<file path="src/rtl/seq_ctrl_pkg.sv">
// Shared definitions for the one-hot control sequencer: idle index and
// helpers to encode and validate one-hot state vectors.
package seq_ctrl_pkg;

  localparam int IDLE_IDX   = 0;
  // Helpers take a fixed-width vector; callers zero-extend their state.
  localparam int MAX_STATES = 32;

  // Binary index of the set bit; with several bits set the highest wins.
  function automatic int onehot_enc(input logic [MAX_STATES-1:0] vec);
    int idx;
    idx = 0;
    for (int i = 0; i < MAX_STATES; i++) begin
      if (vec[i]) idx = i;
    end
    return idx;
  endfunction

  // True when exactly one bit is set.
  function automatic logic is_onehot(input logic [MAX_STATES-1:0] vec);
    int cnt;
    cnt = 0;
    for (int i = 0; i < MAX_STATES; i++) begin
      if (vec[i]) cnt++;
    end
    return (cnt == 1);
  endfunction

endpackage

</file>
<file path="src/rtl/seq_onehot_chk.sv">
// Legality check of the one-hot state vector (popcount == 1).
module seq_onehot_chk
  import seq_ctrl_pkg::*;
#(
  parameter int N_STATES = 6
) (
  input  logic [N_STATES-1:0] state,
  output logic                legal
);

  // Zero-extension cannot add set bits, so the check is exact.
  assign legal = is_onehot(MAX_STATES'(state));

endmodule

</file>
<file path="src/rtl/seq_control_gen.sv">
// Parametrised one-hot control sequencer. Each STATE bit is a datapath step
// strobe; the sequence is 0 -> 1 -> ... -> N_STATES-1 with one CLR branch
// and a configurable loop-back point, plus single-shot mode, pass counter,
// DONE pulse and recovery from illegal (non one-hot) state.
//
// state index   | meaning
// 0             | idle / reset; waits for START in single-shot mode
// 1..N-2        | step strobes; BR_FROM samples CLR to jump to BR_TO
// N_STATES-1    | last step; exit pulses DONE and bumps LOOP_CNT
module seq_control_gen
  import seq_ctrl_pkg::*;
#(
  parameter int N_STATES = 6,
  parameter int BR_FROM  = 2,
  parameter int BR_TO    = 5,
  parameter int LOOP_TO  = 1,
  parameter int CNT_W    = 8
) (
  input  logic                        CLK,
  input  logic                        RESET_N,
  input  logic                        SRST,
  input  logic                        EN,
  input  logic                        CLR,
  input  logic                        MODE,
  input  logic                        START,
  output logic [N_STATES-1:0]         STATE,
  output logic [$clog2(N_STATES)-1:0] STATE_IDX,
  output logic                        DONE,
  output logic [CNT_W-1:0]            LOOP_CNT,
  output logic                        ERR
);

  localparam int IDX_W = $clog2(N_STATES);
  localparam logic [IDX_W-1:0] IDLE_I    = IDX_W'(IDLE_IDX);
  localparam logic [IDX_W-1:0] BR_FROM_I = IDX_W'(BR_FROM);
  localparam logic [IDX_W-1:0] BR_TO_I   = IDX_W'(BR_TO);
  localparam logic [IDX_W-1:0] LOOP_TO_I = IDX_W'(LOOP_TO);
  localparam logic [IDX_W-1:0] LAST_I    = IDX_W'(N_STATES - 1);
  localparam logic [N_STATES-1:0] IDLE_OH = N_STATES'(1) << IDLE_IDX;

  if (N_STATES < 3 || N_STATES > MAX_STATES ||
      BR_FROM < 1 || BR_FROM >= N_STATES - 1 ||
      BR_TO <= BR_FROM + 1 || BR_TO > N_STATES - 1 ||
      LOOP_TO < 1 || LOOP_TO > N_STATES - 1 || CNT_W < 1) begin : g_param_err
    $fatal(1, "seq_control_gen: illegal parameter combination");
  end

  logic [N_STATES-1:0] state_q, state_d;
  logic [CNT_W-1:0]    cnt_q, cnt_d;
  logic                done_q, done_d;
  logic                err_q, err_d;
  logic                legal;
  logic [IDX_W-1:0]    nxt_idx;

  seq_onehot_chk #(.N_STATES(N_STATES)) u_chk (
    .state (state_q),
    .legal (legal)
  );

  assign STATE     = state_q;
  assign STATE_IDX = IDX_W'(onehot_enc(MAX_STATES'(state_q)));
  assign DONE      = done_q;
  assign LOOP_CNT  = cnt_q;
  assign ERR       = err_q;

  // Next state: illegal recovery beats soft reset beats hold beats advance.
  always_comb begin
    state_d = state_q;
    cnt_d   = cnt_q;
    err_d   = err_q;
    done_d  = 1'b0;
    nxt_idx = STATE_IDX;
    if (!legal) begin
      state_d = IDLE_OH;
      err_d   = 1'b1;
    end else if (SRST) begin
      state_d = IDLE_OH;
      cnt_d   = '0;
      err_d   = 1'b0;
    end else if (EN) begin
      if (STATE_IDX == IDLE_I) begin
        nxt_idx = (!MODE || START) ? IDX_W'(1) : IDLE_I;
      end else if (STATE_IDX == BR_FROM_I) begin
        nxt_idx = CLR ? BR_TO_I : BR_FROM_I + IDX_W'(1);
      end else if (STATE_IDX == LAST_I) begin
        nxt_idx = MODE ? IDLE_I : LOOP_TO_I;
        done_d  = 1'b1;
        cnt_d   = cnt_q + CNT_W'(1);
      end else begin
        nxt_idx = STATE_IDX + IDX_W'(1);
      end
      state_d          = '0;
      state_d[nxt_idx] = 1'b1;
    end
  end

  // State, counter and flag registers with immediate async reset.
  always_ff @(posedge CLK or negedge RESET_N) begin
    if (!RESET_N) begin
      state_q <= IDLE_OH;
      cnt_q   <= '0;
      done_q  <= 1'b0;
      err_q   <= 1'b0;
    end else begin
      state_q <= state_d;
      cnt_q   <= cnt_d;
      done_q  <= done_d;
      err_q   <= err_d;
    end
  end

endmodule

</file>
<file path="config.mk">
export PLATFORM = sky130hd
export DESIGN_NAME = seq_control_gen
export DESIGN_NICKNAME = d
export VERILOG_FILES = /design/src/rtl/seq_ctrl_pkg.sv /design/src/rtl/seq_onehot_chk.sv /design/src/rtl/seq_control_gen.sv
export SDC_FILE = /design/constraint.sdc
export NUM_CORES = 1
export LEC_CHECK = 0
export CORE_MARGIN = 5
export CORE_UTILIZATION = 55
export CTS_CLUSTER_DIAMETER = 50
export DETAILED_ROUTE_END_ITERATION = 12
export PLACE_DENSITY = 0.84
export SLEW_MARGIN = 10
export SYNTH_ARGS = -nofsm -noshare
export SYNTH_HDL_FRONTEND = slang
export SYNTH_SLANG_ARGS = --single-unit
</file>
<file path="constraint.sdc">
create_clock -name CLK -period 11.05 [get_ports CLK]
set_input_delay 2.7625 -clock CLK [delete_from_list [all_inputs] [get_ports CLK]]
set_output_delay 2.7625 -clock CLK [all_outputs]
set_load 0.01 [all_outputs]
</file>
# Word level (Yosys, flattened, before mapping)
# Cells that the tools add are included.
dict set report totals {
  in_bits 7
  register_bits 16
  output_inout_bits 19
}
dict set report op_classes {
  add_sub_neg 7
  magnitude_cmp 2
  eq_ne 7
  n_reduce_logical 7
  n_mux 38
}
# cell n
set ops {}
lappend ops {{2-to-1 mux 32 bit} 5}
lappend ops {{adder 32 x 2 -> 32 bit (second input constant)} 4}
lappend ops {{2-to-1 mux 8 bit} 5}
lappend ops {{== test 32 x 2 -> 1 bit (second input constant)} 1}
lappend ops {{2-to-1 mux 3 bit} 10}
lappend ops {{2-to-1 mux 6 bit} 3}
lappend ops {{2-to-1 mux 1 bit} 13}
lappend ops {{adder 8 x 1 -> 8 bit (second input constant)} 1}
lappend ops {{inequality test 2 bit (second input constant)} 3}
lappend ops {{AND reduction 5 bit} 1}
lappend ops {{less-than comparator 3 x 4 -> 1 bit (second input constant)} 1}
lappend ops {{nonzero test 2 bit} 2}
lappend ops {{adder 3 x 1 -> 3 bit (second input constant)} 1}
lappend ops {{demux 1 bit (select 3 bit)} 1}
lappend ops {{== test 3 x 2 -> 1 bit (second input constant)} 1}
lappend ops {{== test 3 bit (second input constant)} 1}
lappend ops {{>= comparator 3 x 1 -> 1 bit (second input constant)} 1}
lappend ops {{logical NOT 3 bit} 1}
lappend ops {{inequality test 3 bit (second input constant)} 1}
lappend ops {{adder 1 x 1 -> 2 bit (second input constant)} 1}
lappend ops {{2-to-1 mux 2 bit} 1}
lappend ops {{logical AND 1 bit} 1}
lappend ops {{logical NOT 1 bit} 1}
lappend ops {{logical OR 1 bit} 1}

# Depth between registers and ports, before layout
# Gate-level depths: netlist (run 1).
dict set report logic_depth {
  word_depth 20
  depth_mapped 18
  depth_no_buf 15
}

# Cells and area by module
# From an unflattened synthesis (run 1), not the netlist that was laid out.
dict set report unflattened {
  hier_cells 136
  hier_area_um2 1206.2
}
# mod n_inst cells_each area_each_um2 seq_area_each_um2
set by_module_without_submodules {}
lappend by_module_without_submodules {seq_control_gen 1 95 888.4 401.6}
lappend by_module_without_submodules {seq_onehot_chk 1 41 317.8 0.0}

# Least setup slack after synthesis (run 1)
# Ideal clock, no wire load.
dict set report synth_timing {
  path_kind {input-to-reg}
  start {input port SRST}
  end {register cnt_q[7] (netlist: LOOP_CNT[7])}
  arrival_ns 3.999
  required_time_ns 10.963
  setup_slack_ns 6.964
  path_stages 6
  path_cell_list {clkinv_1 > a21oi_1 > nand3_1 > or2_2 > or3_1 > o211ai_1}
}
dict set report synth_via {
  elab_chain_len 2
  word_cells_on_any_way 6
  cone_classes {eq/ne: 2; mux: 1; reduce/logical: 3}
}
# element line_no
set synth_lines {}
lappend synth_lines {{start, declared} seq_control_gen.sv:21} ;# input logic SRST,
lappend synth_lines {{inequality test 2 bit (no source line) / nonzero test 2 bit (equally long branches)} -}
lappend synth_lines {{AND reduction 5 bit (no source line)} -}
lappend synth_lines {{end signal, assigned} seq_control_gen.sv:106} ;# cnt_q <= cnt_d;
lappend synth_lines {{end, declared} seq_control_gen.sv:49} ;# logic [CNT_W-1:0] cnt_q, cnt_d;
# Several ways; a longest one is shown, not always the timed one.
# A chain may end at the register's enable or synchronous reset.

# Final worst setup path (run 1)
# Same ends and word-level chain as after synthesis.

==> run summary, run 1 <==
NumNets Final: 182
Tot GR Track Use: 18.5%
first-pass GRT wire length: 5.05 mm
slew margin rel.: 54.4%
worst min-delay path category: reg2reg
reg-to-reg critical path startpoint: STATE[0]
EDFF count, synth: 0
setup TNS: 0 ps
VDD IR-drop max: 0.000110 V
Post-Layout Cell Count: 196
Mean Syn Cell Area: 8.72 µm²
largest net degree at the start of global routing: 18
gpl congestion: 0.815
clk buf depth: 2
area leader, netlist: dfrtp_1
dpl ws: 5770 ps
fillcell total: 191
Worst Max-Slew Pin Slew: 682 ps
post-route cell area: 1540 µm²
DRC viols: 0
post-route clock period utilization: 45.3%
die area: 3440 µm²
router iterations before antenna repair: 4
unrepaired setup endpoints after global routing: no
dpl cell area: 1510 µm²
hold-fix buffers at CTS: 0
Synth top area share: 28.9%
via count: 1214
top area cells in the synthesized netlist: dfrtp_1 (29%), ha_1 (5.8%), buf_6 (4.3%)
CP startpoint: SRST
FMAX: 200 MHz
CTS Buf Count: 3
layout cells sized above 1: 8.93%
critical path type: in2reg
Final Critical Period: 5010 ps
Yosys warnings: 0
sequential share of the synthesized area: 30.9%
Core ar.: 2230 µm²
MaxCap Viol Count: 0
CTS H-tree lvls: 1
most frequent cells in the layout: clkdlybuf4s50_1 (25), dfrtp_1 (15), nand2_1 (14)
initial core utilization: 58.2%
unique cell type count in the Yosys netlist: 46
Die H: 58.6 µm
final-report hold violation count: 0
pwr/cell area: 153 nW/µm²
routed len/inst: 15.0 µm
Mapped Area: 1300 µm²
vias in the first global route: 1126
DRT iter0 DRCs: 54
Main synth FF type: dfrtp_1
Worst-path clk slew: 90 ps
Design Power: 0.235 mW
crit end category: flip-flop
Synth async-reset ratio: 100%
# diodes: 0
CTS tree: built
most common cell after layout, fill and taps aside: clkdlybuf4s50_1
worst hold margin: 552 ps
initial antenna violation count: 0
Clock Skew: 1.18 ps
clk sinks: 16
via-per-instance ratio: 6.19
# rows: 17
WP data arrival: 5220 ps
syn_nets: 162
Final ANT Viol Nets: 0
final setup vio count: 0
CTS resizes: 0
Root Buffer: clkbuf_4
final slew viol count: 0
final WL: 2.95 mm
later-pin clock latency in the skew report: 290 ps
min-delay src: ERR
CP Launch Type: input pin
Syn Inst Count: 149
grt ovf: 0
num ports: 26
Layout area overhead: 18.6%
I/O Buffers: 25
fin util: 69.0%
placed instance count: 192
fin worst setup slack: 6040 ps
hpwl dp: 2.23 mm
Lkg Pwr: 0.608 nW
register bit total from synthesis: 16
Die W: 58.6 µm
post-CTS setup buffers: 0
Crit path required time: 11260 ps
status: finished clean
critical path peak fanout: 16
## registers in the layout (all words and copies together) (netlist names)
name and cells:
ERR 1, STATE 6, LOOP_CNT 8, DONE 1
## worst paths after layout
path	depth (start not counted)	end	slack, ps
worst min-delay path	1	ERR	550
worst min register to register	1	ERR	550
min in group asynchronous	1	STATE[5]	2880
worst max register to register	13	STATE[0]	6750
max in group asynchronous	1	STATE[2]	7740
worst max-delay path	7	LOOP_CNT[7]	6040
## worst max-delay path, cell delays in order
cell and delay [ps]:
clkdlybuf4s50_1 830, clkinv_1 390, a21oi_1 310, nand3_1 140, or2_2 320, or3_1 300
o211ai_1 160
## final cells by class
type                            count  area [µm²]  area share [%]
Inverter                            8        30.0            1.95
Tap cell                           28        35.0            2.27
Timing Repair Buffer               25         250            16.2
Clock buffer                        4        36.3            2.35
Sequential cell                    16         402            26.1
Multi-Input combinational cell    115         788            51.1
## layer usage
layer	GRT usage, %	up-vias	part of all wire, %
met2	31.4	40	49
li1	-	591	-
met1	24.5	583	45
met5	0	-	0
met3	5.04	0	6.3
met4	1.62	0	0
## synthesized netlist by cell type, types with 2 or more instances
library cell   n
nor3_1         5
nand4_1        2
o31ai_1        2
or2_2          2
mux2i_1        2
nand3_1       10
xor2_2         2
a21oi_1        6
nor4_1         4
o21ai_0        7
mux2_2         2
o211ai_1       5
buf_2          4
buf_6          5
dfrtp_1       15
or3_1          7
o41ai_2        2
ha_1           6
a31oi_1        3
inv_1          7
a22oi_1        2
nand2_1       14
nand2b_1       5
nor2_1         8
## power breakdown
group	leakage [nW]	switching (mW)	internal, mW
logic	0.370	0.0705	0.0542
registers	0.217	0.00765	0.0646
clock network	0.0210	0.0182	0.0201
## kinds of logic after synthesis
| group | count (synthesis) | share of synthesized area [%] |
|---|---|---|
| mux | 5 | 5.00 |
| fa+ha+maj | 6 | 5.77 |
| simple gates | 66 | 27.4 |
| xor+xnor | 4 | 3.85 |
| flops | 16 | 30.9 |
| compound gates | 34 | 18.6 |
| buf+inv | 18 | 8.47 |
No activity file was read; power rests on OpenSTA's default activity.
==> run 2: changes to the inputs <==
--- a/config.mk
+++ b/config.mk
@@ -6,10 +6,10 @@
 export NUM_CORES = 1
 export LEC_CHECK = 0
 export CORE_MARGIN = 5
-export CORE_UTILIZATION = 55
+export CORE_UTILIZATION = 51
 export CTS_CLUSTER_DIAMETER = 50
 export DETAILED_ROUTE_END_ITERATION = 12
-export PLACE_DENSITY = 0.84
+export PLACE_DENSITY = 0.79
 export SLEW_MARGIN = 10
 export SYNTH_ARGS = -nofsm -noshare
 export SYNTH_HDL_FRONTEND = slang
==> constraint.sdc (replaced) <==
create_clock -name CLK -period 4.8 [get_ports CLK]
set_input_delay 1.2 -clock CLK [delete_from_list [all_inputs] [get_ports CLK]]
set_output_delay 1.2 -clock CLK [all_outputs]
set_load 0.01 [all_outputs]
==> run summary, run 2 (synthesized netlist as in run 1, its figures left out) <==
pwr/cell area: 341 nW/µm²
CTS tree: built
later-pin clock latency in the skew report: 280 ps
Critical R2R Capture: STATE[0]
reg2reg path depth: 13
Die H: 60.5 µm
post-CTS setup buffers: 0
clk buf depth: 2
critical path peak fanout: 15
initial core utilization: 53.0%
setup TNS: 0 ps
final WL: 3.10 mm
Lkg Pwr: 0.607 nW
Clock Skew: 5.89 ps
met3 WL: 150 µm
clk sinks: 16
crit end category: flip-flop
dpl ws: 501 ps
fin worst setup slack: 497 ps
Core ar.: 2450 µm²
hold-fix buffers at CTS: 0
Worst-path clk slew: 90 ps
worst min-delay path category: reg2reg
DRC viols: 0
I/O Buffers: 25
critical path type: reg2reg
Layout area overhead: 18.6%
Final ANT Viol Nets: 0
slew margin rel.: 52.9%
CTS Buf Count: 3
Endpoint, Worst Hold: ERR
CTS H-tree lvls: 1
unrepaired setup endpoints after global routing: no
Worst Max-Slew Pin Slew: 704 ps
most frequent cells in the layout: clkdlybuf4s50_1 (25), dfrtp_1 (15), nand2_1 (14)
via count: 1207
multi-input logic area: 788 µm²
NumNets Final: 183
VDD IR-drop max: 0.000266 V
vias in the first global route: 1116
most common cell after layout, fill and taps aside: clkdlybuf4s50_1
die area: 3660 µm²
router iterations before antenna repair: 4
largest net degree at the start of global routing: 18
first-pass GRT wire length: 5.32 mm
final setup vio count: 0
Routed met2 length: 1.51 mm
fillcell total: 214
# diodes: 0
Metal-1 WL: 1.42 mm
Die W: 60.5 µm
layout cells sized above 1: 8.88%
post-route clock period utilization: 89.6%
DRT iter0 DRCs: 48
via-per-instance ratio: 6.07
highest metal used: met4
min-delay src: ERR
grt ovf: 0
# rows: 18
initial antenna violation count: 0
gpl congestion: 0.901
CP Launch Type: flip-flop
Final Critical Period: 4300 ps
register area: 402 µm²
status: finished clean
Crit path required time: 5010 ps
final-report hold violation count: 0
reg-to-reg critical path startpoint: STATE[0]
FMAX: 232 MHz
Reg2Reg Setup Slack: 500 ps
WP data arrival: 4510 ps
Hold Path Stages: 1
final slew viol count: 0
CTS resizes: 0
Tot GR Track Use: 18.9%
hpwl dp: 2.20 mm
routed len/inst: 15.6 µm
Root Buffer: clkbuf_4
num ports: 26
MaxCap Viol Count: 0
max reg flops: 8
## run 2: area by class of cell
class / count / share of cell area (%)
repair buffers: 26 / 16.7
multi-input cells: 115 / 51.1
well taps: 30 / 2.44
inverters: 8 / 1.95
flip-flops and latches: 16 / 26.1
clock buffers: 4 / 1.70
## run 2: power by group
group | internal, mW | switching (mW) | leakage [nW] | total, mW
Sequential | 0.149 | 0.0158 | 0.217 | 0.164
Clock | 0.0322 | 0.0416 | 0.0150 | 0.0738
Combinational | 0.126 | 0.162 | 0.375 | 0.288
## run 2: metrics by stage
step / power, mW / util [%] / std cells / hold WS [ps] / cell area [µm²]
after floorplan: 0.406 / - / 149 / 520 / 1300
after global placement: 0.439 / 61.7 / 195 / 470 / 1520
after detailed placement: 0.454 / 61.7 / 195 / 478 / 1520
after CTS: 0.530 / 62.8 / 199 / 500 / 1540
after global routing: 0.572 / 62.8 / 199 / 535 / 1540
final: 0.526 / 62.8 / 199 / 493 / 1540
## run 2: layer usage
| metal | vias to the layer above | global-route usage, % |
|---|---|---|
| met5 | - | 0 |
| met3 | 2 | 2.34 |
| li1 | 586 | - |
| met2 | 48 | 30.7 |
| met4 | 0 | 4.64 |
| met1 | 571 | 26.8 |
## run 2: worst max path at each step
stage | start | end | slack [ps] | depth (start not counted)
detailed placement | STATE[0] | STATE[0] | 500 | 13
CTS | STATE[0] | STATE[0] | 500 | 13
global route | STATE[0] | STATE[0] | 310 | 13
floorplan | STATE[0] | STATE[0] | 870 | 15
global placement | STATE[0] | STATE[0] | 670 | 13
finish | STATE[0] | STATE[0] | 500 | 13
## run 2: worst max-delay path, stage by stage, from the launching register on
cell	delay, ps
dfstp_2	550
inv_1	60
ha_1	410
xor2_2	240
ha_1	370
mux2_2	300
ha_1	290
mux2_2	270
ha_1	290
or3_1	310
mux2i_1	180
nor3_2	110
or2_1	440
or3_1	420
